### src/rtl/chip8_pkg.sv
// Shared types and default memory-map constants for the CHIP-8 ROM loading path.
package chip8_pkg;

    localparam int MEM_DEPTH_DFLT = 4096;
    localparam int LOAD_BASE_DFLT = 'h200;

    typedef logic [7:0] byte_t;

    typedef enum logic [2:0] {
        ST_IDLE,
        ST_CLEAR,
        ST_LOAD,
        ST_DONE,
        ST_ERR
    } load_state_t;

endpackage

### src/rtl/rom_checksum.sv
// Modulo-2^16 running sum of the ROM bytes accepted by rom_stream_loader.
module rom_checksum
    import chip8_pkg::*;
(
    input  logic        clk_in,
    input  logic        rst_n,
    input  logic        clear_in,
    input  logic        add_in,
    input  byte_t       data_in,
    output logic [15:0] sum_out
);

    // NOTE: sequential state uses non-blocking assignments so every flop samples pre-edge values.
    always_ff @(posedge clk_in or negedge rst_n) begin
        if (!rst_n) begin
            sum_out <= '0;
        end else if (clear_in) begin
            sum_out <= '0;
        end else if (add_in) begin
            sum_out <= sum_out + {8'h00, data_in};
        end
    end

endmodule

### src/rtl/rom_stream_loader.sv
// Loads a byte-streamed ROM image into memory at LOAD_BASE, optionally zero-filling first.
// Define ROM_CHECKSUM_EN to add checksum_out (16-bit sum of loaded bytes).
module rom_stream_loader
    import chip8_pkg::*;
#(
    parameter int  MEM_DEPTH = MEM_DEPTH_DFLT,
    parameter int  LOAD_BASE = LOAD_BASE_DFLT,
    parameter int  CLEAR_EN  = 1,
    localparam int ADDR_W    = $clog2(MEM_DEPTH),
    localparam int MAX_LEN   = MEM_DEPTH - LOAD_BASE
) (
    input  logic              clk_in,
    input  logic              rst_n,
    input  logic              start_in,
    input  logic [ADDR_W:0]   rom_len_in,
    input  logic              s_valid_in,
    input  byte_t             s_data_in,
    output logic              s_ready_out,
    output logic              mem_we_out,
    output logic [ADDR_W-1:0] mem_addr_out,
    output byte_t             mem_wdata_out,
    output logic              busy_out,
    output logic              rom_ready_out,
    output logic              error_out,
    output logic [ADDR_W:0]   bytes_loaded_out
`ifdef ROM_CHECKSUM_EN
    ,
    output logic [15:0]       checksum_out
`endif
);

    localparam logic [ADDR_W:0]   MAX_LEN_W = (ADDR_W + 1)'(MAX_LEN);
    localparam logic [ADDR_W-1:0] BASE_A    = ADDR_W'(LOAD_BASE);
    localparam logic [ADDR_W-1:0] CLR_LAST  = ADDR_W'(MAX_LEN - 1);

    load_state_t       state_q, state_d;
    logic [ADDR_W:0]   len_q;
    logic [ADDR_W:0]   count_q;
    logic [ADDR_W-1:0] clr_q;
    logic              start_ok;
    logic              len_ok;
    logic              xfer;

    assign start_ok = start_in &&
                      (state_q == ST_IDLE || state_q == ST_DONE || state_q == ST_ERR);
    assign len_ok   = (rom_len_in != '0) && (rom_len_in <= MAX_LEN_W);
    assign s_ready_out = (state_q == ST_LOAD) && (count_q < len_q);
    assign xfer        = s_valid_in && s_ready_out;

    assign busy_out         = (state_q == ST_CLEAR) || (state_q == ST_LOAD);
    assign rom_ready_out    = (state_q == ST_DONE);
    assign error_out        = (state_q == ST_ERR);
    assign bytes_loaded_out = count_q;

    always_ff @(posedge clk_in or negedge rst_n) begin
        if (!rst_n) begin
            state_q <= ST_IDLE;
        end else begin
            state_q <= state_d;
        end
    end

    // NOTE: next state defaults to the current state first, so no path can infer a latch.
    always_comb begin
        state_d = state_q;
        case (state_q)
            ST_IDLE, ST_DONE, ST_ERR: begin
                if (start_in) begin
                    if (!len_ok) begin
                        state_d = ST_ERR;
                    end else if (CLEAR_EN != 0) begin
                        state_d = ST_CLEAR;
                    end else begin
                        state_d = ST_LOAD;
                    end
                end
            end
            ST_CLEAR: begin
                if (clr_q == CLR_LAST) begin
                    state_d = ST_LOAD;
                end
            end
            // Leave LOAD one cycle after the last transfer, once its write is on the port.
            ST_LOAD: begin
                if (count_q == len_q) begin
                    state_d = ST_DONE;
                end
            end
            default: state_d = ST_IDLE;
        endcase
    end

    always_ff @(posedge clk_in or negedge rst_n) begin
        if (!rst_n) begin
            len_q         <= '0;
            count_q       <= '0;
            clr_q         <= '0;
            mem_we_out    <= 1'b0;
            mem_addr_out  <= '0;
            mem_wdata_out <= '0;
        end else begin
            mem_we_out <= 1'b0;
            if (start_ok) begin
                len_q   <= rom_len_in;
                count_q <= '0;
                clr_q   <= '0;
            end else if (state_q == ST_CLEAR) begin
                mem_we_out    <= 1'b1;
                mem_addr_out  <= BASE_A + clr_q;
                mem_wdata_out <= '0;
                clr_q         <= clr_q + 1'b1;
            end else if (xfer) begin
                // count_q < len_q <= MAX_LEN, so the sum stays below MEM_DEPTH.
                mem_we_out    <= 1'b1;
                mem_addr_out  <= BASE_A + count_q[ADDR_W-1:0];
                mem_wdata_out <= s_data_in;
                count_q       <= count_q + 1'b1;
            end
        end
    end

`ifdef ROM_CHECKSUM_EN
    rom_checksum u_checksum (
        .clk_in   (clk_in),
        .rst_n    (rst_n),
        .clear_in (start_ok),
        .add_in   (xfer),
        .data_in  (s_data_in),
        .sum_out  (checksum_out)
    );
`endif

endmodule

### config.mk
export PLATFORM = sky130hd
export DESIGN_NAME = rom_stream_loader
export DESIGN_NICKNAME = d
export VERILOG_FILES = /design/src/rtl/chip8_pkg.sv /design/src/rtl/rom_checksum.sv /design/src/rtl/rom_stream_loader.sv
export SDC_FILE = /design/constraint.sdc
export NUM_CORES = 1
export LEC_CHECK = 0
export CORE_MARGIN = 2
export CORE_UTILIZATION = 40
export CTS_BUF_LIST = sky130_fd_sc_hd__clkbuf_8
export CTS_CLUSTER_DIAMETER = 60
export DETAILED_ROUTE_END_ITERATION = 8
export GPL_TIMING_DRIVEN = 0
export PLACE_DENSITY = 0.7
export SLEW_MARGIN = 10
export SYNTH_ARGS = -nofsm -noshare
export SYNTH_HDL_FRONTEND = slang
export SYNTH_HIERARCHICAL = 1
export SYNTH_SLANG_ARGS = --single-unit
### constraint.sdc
create_clock -name clk_in -period 5.15 [get_ports clk_in]
set_input_delay 0.515 -clock clk_in [delete_from_list [all_inputs] [get_ports clk_in]]
set_output_delay 0.515 -clock clk_in [all_outputs]
set_load 0.01 [all_outputs]
==> results by group, run 1 <==
Timing
  • RSZ-0062 raised after global routing: false
  • Least-Margin Pin Slew: 0.810 ns
  • Clk_skew: 0.0123 ns
  • Post-route clock period utilization: 63.0%
  • Max-slew headroom: 46.0%
  • Slew Limit Fails: 0
  • Maximum clock frequency: 308 MHz
  • Finish-stage setup viols: 0
  • Final hold vios: 0
  • Final Critical Period: 3.24 ns
  • Post-route setup TNS: 0 ns

Route
  • Vias post-DR: 2836
  • Pre-antenna DRT Iters: 6
  • Routed WL per cell: 15.3 µm
  • Final ANT Viol Nets: 0
  • DR vias/cell: 5.32
  • Final WL: 8.17 mm
  • DRC: 0
  • DR iter-0 viols: 136

Floorplan
  • Num ports: 63
  • Die span in y: 94.5 µm
  • Die width: 94.5 µm
  • Core Area: 0.00785 mm²
  • # rows: 32
  • Initial core utilization: 41.7%
  • Die area: 0.00893 mm²

Placed design
  • Area after DPL: 0.00402 mm²
  • Final HPWL DP: 5.85 mm
  • I/O Buffers: 62
  • GPL Wtd Cong: 0.814

Final layout
  • Final nets: 467
  • Ratio of cells with drive above 1 in the final layout: 6.96%
  • Layout area overhead: 29.6%
  • Design Area, Final: 0.00424 mm²
  • Diode count: 0

Pwr
  • Internal power: 1250 µW
  • Combinational cell fraction of total power: 39.8%
  • Switching Fraction: 36.5%
  • Max VDD drop: 175 µV
  • Clock power frac: 24.6%
  • Pwr dens: 465 mW/mm²
  • Power, Total: 1970 µW
  • P_sw: 720 µW
  • LEAKAGE: 0.00192 µW
  • Sequential power share: 35.7%

Clock tree
  • CTS Buf Count: 9
  • Sink Count: 62
  • Cts repair resizes: 0
  • CTS tree: built
  • H-tree depth: 3
  • Worst skew pair latency: 0.35 ns
  • Max Buffers Root-to-Sink: 2
  • Hold-fix buffers, CTS: 0
  • Root buffer cell: clkbuf_8
  • Clock Pin Slew Worst Setup and Hold Paths: 0.07 ns
  • Postcts setup bufs: 0

Logic synthesis
  • Post-synth EDFFs: 0
  • Synth Area per Inst: 9.28 µm²
  • Most frequent cell after synthesis: dfrtp_1
  • Largest cells by area after synthesis: dfrtp_1, nand2_1, ha_1, o21ai_0, mux2i_1
  • Top cell type's share of synthesized area: 47.4%
  • Syn. warnings: 6
  • Syn nets: 394
  • Syn Inst Count: 353
  • Post-synthesis sequential area ratio: 47.4%
  • Synth cell types: 45
  • Async S/R FF share, synth: 100%
  • Register bit total from synthesis: 62
  • Yosys top cell by area: dfrtp_1
  • Top_reg_cell synth: dfrtp_1
  • Most instantiated cells after synthesis: dfrtp_1, nand2_1, o21ai_0, nor2_1, inv_1
  • Post-Syn Area: 0.00327 mm²

Worst setup path
  • Worst path max stage delay: 0.62 ns
  • WS Path Type: reg2out
  • CP top delay family: compound AO/OA/AOI/OAI gates
  • Crit path arrival time: 2.73 ns
  • Crit-path slowest cell: a311oi_1
  • CP cell instances: ha_1 > nand3_1 > o21bai_1 > a311oi_1 > nor3_1 > clkdlybuf4s50_1
  • CP Launch Type: register
  • Crit path buffers/inverters: 1
  • Crit end category: primary output
  • Worst EP required: 4.64 ns
  • Max FO, Critical Path: 8
  • Slack of the worst reg-to-reg path: 2.28 ns

Job
  • Max capacitance violation total: 0

Global routing
  • Antenna violations before repair: 0
  • Pin count of the biggest net entering global routing: 63
  • Vias in the first global route: 2795
  • Gr ovfl total: 0
  • Total GRT Usage: 19.5%
  • First-pass GRT wire length: 13.5 mm

Outcome
  • Outcome: finished clean

Hold path
  • Worst min-delay path class: in2async
==> worst register-to-register path, stage by stage, from the launching register on <==
cell and delay [ns]:
dfrtp_1 0.49, ha_1 0.37, nand3_1 0.10, o21bai_1 0.16, a311oi_1 0.62, or3_1 0.22, buf_6 0.15, buf_2 0.31
mux2i_1 0.23, o21ai_0 0.09
==> area by class of cell <==
cell class,instances,area (µm²)
fillers,733,3600
multi-input cells,254,1570
flip-flops and latches,62,1550
repair buffers,62,618
clock buffers,10,138
well taps,102,128
clock inverters,6,85.1
inverters,21,78.8
plain buffers,16,76.3
==> layout by cell type (no fill, tap or decap), drive strengths merged, types with 3 or more instances in the layout <==
cell type,Yosys,final
o21ai,34,34
a21oi,13,13
inv,21,21
a21o,3,3
ha,16,16
o31ai,3,3
clkbuf,13,23
nor2b,4,4
nand4,7,7
nand3,19,19
buf,3,4
xor2,9,9
clkdlybuf4s50,0,61
nor4,4,4
mux2,4,4
dfrtp,62,62
nor3,9,9
nand2b,3,3
nand2,57,57
mux2i,14,14
nor2,22,22
or4,3,3
and3,5,5
==> final timing paths <==
check                                    start               to  cells past startpoint
setup / recovery           bytes_loaded_out[4]      s_ready_out                      6
hold / removal                           rst_n         len_q[3]                      1
setup reg to reg           bytes_loaded_out[4]  mem_addr_out[8]                      9
hold reg to reg                       len_q[0]         len_q[0]                      2
max in group asynchronous                rst_n  mem_addr_out[5]                      1
min in group clk_in                   len_q[0]         len_q[0]                      2
==> flip-flops by register name, summed over array words and instances, names as in the netlist <==
signal	flops
bytes_loaded_out	13
len_q	13
clr_q	12
mem_addr_out	12
mem_wdata_out	8
state_q	3
mem_we_out	1
==> power groups by stage <==
| stage | clock (µW) | sequential, µW | combinational (µW) |
|---|---|---|---|
| final | 484 | 703 | 784 |
| after global routing | 517 | 719 | 877 |
| after CTS | 488 | 703 | 792 |
| after detailed placement | 0 | 713 | 789 |
| after global placement | 0 | 709 | 767 |
| after floorplan | 0 | 720 | 451 |
==> per-layer routing <==
metal / global-route usage (%) / share of wire, %
met1: 25.9 / 46
met2: 32.1 / 47
met3: 3.11 / 5.2
met4: 7.25 / 1.6
met5: 0 / 0
==> stage by stage <==
stage	util [%]	hold slack [ns]	worst slack (ns)	cells
3_5_place_dp	51.2	0.478	2.27	517
2_1_floorplan	-	0.219	2.71	353
3_3_place_gp	51.3	0.468	1.47	517
4_1_cts	54.1	0.293	1.91	533
6_report	54.1	0.242	1.91	533
5_1_grt	54.1	0.326	1.76	533
==> cell families (layout without fill, tap and decap cells) <==
| group | Yosys count | after routing | share of synthesized area, % |
|---|---|---|---|
| and+or+nand+nor | 144 | 144 | 21.2 |
| muxes | 18 | 18 | 5.66 |
| buffers and inverters | 37 | 115 | 4.74 |
| xor gates and xnor gates | 11 | 11 | 2.94 |
| adders and majority gates | 16 | 16 | 6.11 |
| DFF | 62 | 62 | 47.4 |
| AOI/OAI and AO/OA | 65 | 65 | 11.9 |
(Power assumes the default switching activity.)
==> run 2: changes to the inputs <==
==> constraint.sdc (replaced) <==
create_clock -name clk_in -period 3 [get_ports clk_in]
set_input_delay 0.3 -clock clk_in [delete_from_list [all_inputs] [get_ports clk_in]]
set_output_delay 0.3 -clock clk_in [all_outputs]
set_load 0.01 [all_outputs]
==> results by group, run 2 (synthesized netlist as in run 1, its figures left out) <==
Final layout
  • Area of the multi-input gates: 0.00158 mm² (was 0.00157 mm²)
  • Diode count: 0 (unchanged)
  • Most common cell after layout, fill and taps aside: dfrtp_1 (unchanged)
  • Most frequent cells in the layout: dfrtp_1, clkdlybuf4s50_1, nand2_1, o21ai_0, nor2_1 (unchanged)
  • Filler cells: 729 (was 733)
  • Design Area, Final: 0.00425 mm² (was 0.00424 mm²)
  • Layout area overhead: 29.9% (was 29.6%)
  • Ratio of cells with drive above 1 in the final layout: 7.42% (was 6.96%)
  • Final core utilization: 54.2% (was 54.1%)
  • Final nets: 467 (unchanged)
  • Sequential Area: 0.00155 mm² (unchanged)

Route
  • Final ANT Viol Nets: 0 (unchanged)
  • DR iter-0 viols: 139 (was 136)
  • Vias post-DR: 2815 (was 2836)
  • Pre-antenna DRT Iters: 4 (was 6)
  • DR vias/cell: 5.28 (was 5.32)
  • Routed WL per cell: 15.4 µm (was 15.3 µm)
  • Final WL: 8.20 mm (was 8.17 mm)
  • DRC: 0 (unchanged)

Worst setup path
  • Worst path max stage delay: 0.50 ns (was 0.62 ns)
  • Worst EP required: 2.70 ns (was 4.64 ns)
  • Crit-path slowest cell: clkdlybuf4s50_1 (was a311oi_1)
  • CP top delay family: compound AO/OA/AOI/OAI gates (unchanged)
  • Crit path depth: 6 (unchanged)
  • R2R cell count: 8 (was 9)
  • WS Path Type: reg2out (unchanged)
  • Max FO, Critical Path: 8 (unchanged)
  • CP Launch Type: register (unchanged)
  • Crit path buffers/inverters: 1 (unchanged)
  • Crit path arrival time: 2.54 ns (was 2.73 ns)
  • CP cell instances: ha_1 > nand3_1 > o21bai_1 > a311oi_2 > nor3_1 > clkdlybuf4s50_1 (was ha_1 > nand3_1 > o21bai_1 > a311oi_1 > nor3_1 > clkdlybuf4s50_1)
  • Slack of the worst reg-to-reg path: 0.20 ns (was 2.28 ns)
  • Crit end category: primary output (unchanged)

Clock tree
  • Root buffer cell: clkbuf_8 (unchanged)
  • CTS tree: built (unchanged)
  • Worst skew pair latency: 0.35 ns (about the same)
  • H-tree depth: 3 (unchanged)
  • Hold-fix buffers, CTS: 0 (unchanged)
  • Max Buffers Root-to-Sink: 2 (unchanged)
  • Clock Pin Slew Worst Setup and Hold Paths: 0.07 ns (about the same)
  • CTS Buf Count: 9 (unchanged)
  • Sink Count: 62 (unchanged)

Timing
  • Maximum clock frequency: 352 MHz
  • Setup slack after layout: 0.163 ns (was 1.91 ns)
  • Clk_skew: 0.0121 ns (was 0.0123 ns)
  • Finish-stage setup viols: 0 (unchanged)
  • RSZ-0062 raised after global routing: false (unchanged)
  • Final Critical Period: 2.84 ns
  • Final hold vios: 0 (unchanged)
  • Slew Limit Fails: 0 (unchanged)
  • Hold WS: 0.0387 ns (was 0.242 ns)
  • Post-route clock period utilization: 94.6%
  • Max-slew headroom: 45.5% (was 46.0%)
  • Least-Margin Pin Slew: 0.817 ns (was 0.810 ns)

Placed design
  • I/O Buffers: 62 (unchanged)
  • Final HPWL DP: 5.85 mm (unchanged)
  • GPL Wtd Cong: 0.814 (unchanged)
  • Area after DPL: 0.00402 mm² (unchanged)
  • Pre-CTS setup slack: 0.132 ns (was 2.27 ns)

Pwr
  • LEAKAGE: 0.00192 µW (about the same)
  • Pwr dens: 797 mW/mm² (was 465 mW/mm²)
  • Power, Total: 3390 µW (was 1970 µW)
  • Max VDD drop: 300 µV (was 175 µV)

Global routing
  • First-pass GRT wire length: 13.5 mm (about the same)
  • Gr ovfl total: 0 (unchanged)
  • Vias in the first global route: 2798 (was 2795)
  • Pin count of the biggest net entering global routing: 63 (unchanged)
  • Total GRT Usage: 19.5% (about the same)
  • Antenna violations before repair: 0 (unchanged)

Floorplan
  • # rows: 32 (unchanged)
  • Core Area: 0.00785 mm² (unchanged)
  • Die span in y: 94.5 µm (unchanged)
  • Die width: 94.5 µm (unchanged)
  • Initial core utilization: 41.7% (unchanged)
  • Die area: 0.00893 mm² (unchanged)
  • Num ports: 63 (unchanged)

Job
  • Max capacitance violation total: 0 (unchanged)

Outcome
  • Outcome: finished clean (unchanged)

Hold path
  • Worst min-delay path class: in2async (unchanged)
## run 2: report_power, final
part	internal (µW)	leakage [µW]	total (µW)	switching [µW]
sequential	1060	0.000823	1210	149
combinational	605	0.000987	1360	750
clock	487	0.000108	829	341
total	2150	0.00192	3390	1240
## run 2: metrics by stage
stage	cells	setup TNS, ns
after global placement	517	-28.54
final	533	0
after detailed placement	517	0
after floorplan	353	0
after global routing	533	0
after CTS	533	0
## run 2: repair_timing
item,in CTS,in global routing
gates resized for setup,1,1
endpoints found under the setup margin,1,1
setup buffers,0,0
## run 2: routing by layer
layer  wire length, µm  GRT usage [%]  share of wire (%)
met2              3840           32.1                 47
met1              3880           26.0                 47
met5                 0              0                  0
met3               347           3.11                4.2
met4               130           7.25                1.6
## run 2: worst paths after layout
| kind | start | endpoint |
|---|---|---|
| min in group clk_in | len_q[0] | len_q[0] |
| worst min register to register | len_q[0] | len_q[0] |
| worst max-delay path | bytes_loaded_out[4] | s_ready_out |
| worst min-delay path | rst_n | len_q[3] |
| max in group asynchronous | rst_n | mem_addr_out[9] |
| worst max register to register | bytes_loaded_out[11] | mem_wdata_out[6] |
## run 2: final cells by class
class	instances	area share, %
inverters	21	1.85
plain buffers	16	1.79
clock buffers	10	3.24
well taps	102	3.00
multi-input cells	254	37.1
clock inverters	6	2.00
flip-flops and latches	62	36.5
repair buffers	62	14.5
